<file path="config.mk">
export PLATFORM = sky130hd
export DESIGN_NAME = can_delay_line
export DESIGN_NICKNAME = d
export VERILOG_FILES = /design/src/rtl/can_bus_pkg.sv /design/src/rtl/can_delay_line.sv
export SDC_FILE = /design/constraint.sdc
export NUM_CORES = 1
export LEC_CHECK = 0
export CORE_AREA = 3 3 40 42
export DETAILED_ROUTE_END_ITERATION = 7
export DIE_AREA = 0 0 43 45
export MAX_ROUTING_LAYER = met4
export PLACE_DENSITY_LB_ADDON = 0.1
export SETUP_SLACK_MARGIN = 0.15
export SYNTH_ARGS = -nofsm -noshare
export SYNTH_HDL_FRONTEND = slang
export SYNTH_SLANG_ARGS = --single-unit
</file>
<file path="constraint.sdc">
create_clock -name can_clk -period 1.5 [get_ports can_clk]
set_clock_uncertainty 0.1 [all_clocks]
set_input_delay 0.15 -clock can_clk [delete_from_list [all_inputs] [get_ports can_clk]]
set_output_delay 0.15 -clock can_clk [all_outputs]
set_load 0.05 [all_outputs]
</file>
<file path="src/rtl/can_bus_pkg.sv">
// -----------------------------------------------------------------------------
// can_bus_pkg
// Shared types and constants for the CAN bus line model.
//   stuck_state_t  : states of the stuck-dominant detector
//   CAN_DOMINANT   : bus level of a dominant bit (0)
//   CAN_RECESSIVE  : bus level of a recessive bit (1)
//   delay_depth()  : number of shift stages behind tap 0 for a given select width
// -----------------------------------------------------------------------------
package can_bus_pkg;

   typedef enum logic [1:0] {
      REC   = 2'd0,
      DOM   = 2'd1,
      STUCK = 2'd2
   } stuck_state_t;

   localparam logic CAN_DOMINANT  = 1'b0;
   localparam logic CAN_RECESSIVE = 1'b1;

   // A DELAY_W-bit select addresses taps 0..2**DELAY_W-1; tap 0 is the
   // input itself, so the register chain needs one stage fewer.
   function automatic int delay_depth(input int delay_w);
      return (1 << delay_w) - 1;
   endfunction

endpackage

</file>
<file path="src/rtl/can_delay_line.sv">
// -----------------------------------------------------------------------------
// can_delay_line
// Per-node receive delay: a recessive-filled shift register fed by the bus
// level, with a registered tap select.
// Ports:
//   can_clk  in   model clock
//   can_rst  in   asynchronous reset, active-high (fills chain with recessive)
//   din      in   bus level to delay (tap 0)
//   sel      in   DELAY_W  tap select, 0 = undelayed
//   dout     out  registered selected tap
// -----------------------------------------------------------------------------
module can_delay_line
   import can_bus_pkg::*;
#(
   parameter int DELAY_W = 4
) (
   input  logic               can_clk,
   input  logic               can_rst,
   input  logic               din,
   input  logic [DELAY_W-1:0] sel,
   output logic               dout
);

   localparam int DEPTH = delay_depth(DELAY_W);

   logic [DEPTH:1] sr;
   logic [DEPTH:0] taps;

   // taps[k] is din delayed by k cycles
   assign taps = {sr, din};

   always_ff @(posedge can_clk or posedge can_rst) begin
      if (can_rst) begin
         sr   <= '1;
         dout <= CAN_RECESSIVE;
      end else begin
         sr   <= taps[DEPTH-1:0];
         dout <= taps[sel];
      end
   end

endmodule

</file>
# --- Word level (Yosys, flattened, before mapping) ---
# Cells that the tools add are included.
op_classes:
  addsub: 0
  multipliers: 0
  div_mod_pow: 0
  order_cmp: 1
  n_eq_ne: 0
  shifts: 0
  mux: 2
  bitwise_logic: 0
  reduce_logical: 0
ops:
  columns: ["op", "n"]
  rows:
  - ["4-bit by 5-bit < comparator with 1-bit output (second input constant)", 1]
  - ["1-bit binary-select mux with 4-bit select", 1]
  - ["1-bit 2-to-1 mux", 1]
totals:
  reg_bits: 16
  latchBits: 0
  ramBits: 0
  rom_bits: 0
  in_bits: 7
  output_inout_bits: 1
  elab_cells: 5
  mem_count: 0

# --- Logic depth before layout (Yosys ltp) ---
logic_depth:
  word_depth: 2
  depth_mapped: 3

# --- Worst setup path after synthesis ---
# Ideal clock, no wire load.
synth_timing:
  kind: "reg2reg"
  from: "reg sr[13] (netlist name)"
  to: "reg dout"
  arrival_time_ps: 1023
  required_time_ps: 1317
  setup_slack_ps: 294
  stages_incl_launch_ff: 4
  path_buffers: 0
  cell_sequence: "dfstp_2 -> mux4_1 -> mux2i_1 -> mux2i_1"
synth_via:
  elab_chain_len: 2
synth_rtl:
  columns: ["element", "line_no", "rtl"]
  rows:
  - ["start: declaration", "can_delay_line.sv:26", "logic [DEPTH:1] sr;"]
  - ["start signal: assignment", "can_delay_line.sv:37", "sr <= taps[DEPTH-1:0];"]
  - ["1-bit binary-select mux with 4-bit select", "can_delay_line.sv:38", "dout <= taps[sel];"]
  - ["1-bit 2-to-1 mux (implied by the code)", "can_delay_line.sv:38", null]
  - ["end signal: assignment", "can_delay_line.sv:38", null]
  - ["end: declaration", "can_delay_line.sv:21", "output logic dout"]
# Every way passes these cells. The select of a mux whose other input is x is not followed.

# --- Worst setup path after layout ---
layout_timing:
  from: "reg sr[9] (netlist name)"
  to: "reg dout"
# Same word-level chain as after synthesis.

==> flow_summary_export.csv <==
group,metric,value,unit
power,clockPowerShare,31.6,%
global_routing,gr-total-overflow,0,
timing,rsz0062_at_grt,"no",
placement,portBuffers,7,
route,dr_wl_met3,54,um
route,firstDrtPassIters,2,
setup_path,r2r-start,"sr[9]$_DFF_PP1_",
global_routing,grt_pass1_vias,286,
global_routing,grt_usage,9.86,%
layout,drive_above_1_share,60.0,%
clocking,cts_buffers,3,
layout,area_growth_syn_to_layout,23.9,%
setup_path,cp-end-kind,"flop",
layout,regArea,420,um^2
route,wl_per_cell,15.6,um
clocking,cts_buffer_depth,2,
min_path,whs_path_depth,1,
route,drt-met1-wl,332,um
min_path,min_to,"sr[1]$_DFF_PP1_",
logic_synthesis,synth_largest_area_cell,"dfstp_2",
route,via_per_inst,5.10,
layout,fill_cells,106,
power,seqPwrFrac,58.1,%
setup_path,critPathKind,"flop to flop",
power,powerDensity,1220,nW/um^2
floorplanning,die_h,45,um
clocking,cts_hold_buf,0,
floorplanning,die_width,43,um
clocking,clock-root-buffer,"clkbuf_4",
layout,final_cells,50,
layout,diodes,0,
setup_path,critical_path.startpoint_type,"flop",
placement,gp_congestion,0.695,
logic_synthesis,syn_nets,31,
power,leakagePower,0.000288,uW
min_path,holdCritPathClass,"primary input to flop",
clocking,clock-sinks,16,
timing,postLayoutSetupSlackWorst,0.203,ns
power,p_comb_share,10.4,%
placement,place_ws,-0.288,ns
power,intPower,672,uW
route,wirelength,781,um
layout,multi_input_area,135,um^2
job,maxCapViolCount,0,
global_routing,antenna_found_initial,0,
timing,slew_headroom,62.8,%
floorplanning,die_area,1940,um^2
power,power,843,uW
route,drcViolationCount,0,
power,peakVddDrop,0.541,mV
timing,clock.fmax,771,MHz
logic_synthesis,syn_area_per_cell,23.3,um^2
setup_path,cp_max_fo,2,
clocking,cts_tree,"yes",
logic_synthesis,syn_area,559,um^2
logic_synthesis,postSynthCellCount,24,
logic_synthesis,synth-seq-cells,16,
timing,worst_pin_slew,0.558,ns
logic_synthesis,synth_area_leaders,"dfstp_2, mux4_1, mux2i_1",
setup_path,worstPathRequired,1.60,ns
layout,fin_util,53.9,%
min_path,hold_path_startpoint,"din",
timing,hold_viol,0,
clocking,clk_latency,0.27,ns
setup_path,worstPathArrival,1.40,ns
route,highest_layer,"met3",
logic_synthesis,ys_seq_area_share,75.2,%
setup_path,r2r_cells,3,
timing,fin_crit,1.30,ns
global_routing,grt_max_degree,17,
setup_path,rrSetupSlack,0.20,ns
timing,setup_viol,0,
floorplanning,io_pins,8,
layout,num-nets-final,43,
timing,tns,0,ns
route,vias,255,
logic_synthesis,yosysTopAreaCellShare,75.2,%
route,dr_wl_met2,393,um
placement,dpl.cell_count,46,
floorplanning,rows,13,
global_routing,grt_pass1_wl,1280,um
timing,slew_violations,0,
route,final_antenna_net_count,0,
clocking,h-tree-depth,1,
timing,period_share,86.5,%
floorplanning,start_util,43.5,%
power,netSwitchingFraction,20.2,%
route,drt-initial-drc-count,4,
power,p_sw,170,uW
clocking,path_clk_slew,0.08,ns
logic_synthesis,ys_warn_count,0,
status,status,"completed",
logic_synthesis,ys_types,4,
setup_path,r2r_end,"dout$_DFF_PP1_",
floorplanning,coreArea,1280,um^2
## metrics by stage
step,instance area (um^2),hold slack [ns]
after floorplan,559,0.0545
after global placement,658,0.253
after detailed placement,658,0.257
after CTS,693,0.199
after global routing,693,0.199
final,693,0.207
## synth_stat cells
cell type / number
mux4_1: 4
inv_1: 1
dfstp_2: 16
mux2i_1: 3
## registers in the layout, indices dropped and copies added (netlist names)
name / flops
dout: 1
sr: 15
## area by class of cell
class / instances / share of cell area, %
flip-flops and latches: 16 / 60.6
multi-input cells: 7 / 19.5
repair buffers: 7 / 11.4
clock buffers: 4 / 5.23
well taps: 15 / 2.71
inverters: 1 / 0.542
## kinds of logic after synthesis
kind of cell | after synthesis | synth area share, %
multiplexers | 7 | 24.2
flip-flops | 16 | 75.2
buffers and inverters | 1 | 0.670
## repair_timing
action,CTS,global route
gates resized for setup,1,0
setup buffers,0,0
endpoints found under the setup margin,1,0
## critical path: stages, from the launching register on
cell	delay [ns]
dfstp_2	0.38
mux4_1	0.51
mux2i_1	0.16
mux2i_1	0.09
## per-layer routing
metal,GRT usage (%),vias to the layer above
li1,-,111
met1,12.5,136
met2,14.7,8
met3,2.39,0
met4,5.42,0
met5,-,-
## placed cells by master, fill, tap and decap left out, drive strengths merged
cell type / count
buf: 1
clkbuf: 4
clkdlybuf4s50: 5
dfstp: 16
dlygate4sd2: 1
inv: 1
mux2i: 3
mux4: 4
## power groups by stage
stage          clock [uW]  sequential, uW  combinational (uW)
2_1_floorplan           0             505                31.3
3_3_place_gp            0             494                88.0
3_5_place_dp            0             496                89.8
5_1_grt               303             493                91.7
4_1_cts               280             490                88.9
6_report              266             489                87.2
## how the worst max path moves through the flow
stage                startpoint              to  slack, ns  cells after the start
2_1_floorplan  sr[13]$_DFF_PP1_  dout$_DFF_PP1_       0.29                      3
3_3_place_gp             sel[0]  dout$_DFF_PP1_      -0.27                      4
3_5_place_dp             sel[0]  dout$_DFF_PP1_      -0.29                      4
4_1_cts         sr[9]$_DFF_PP1_  dout$_DFF_PP1_       0.20                      3
5_1_grt        sr[13]$_DFF_PP1_  dout$_DFF_PP1_       0.17                      3
6_report        sr[9]$_DFF_PP1_  dout$_DFF_PP1_       0.20                      3
Note: power is estimated with default switching activity, not from simulation.
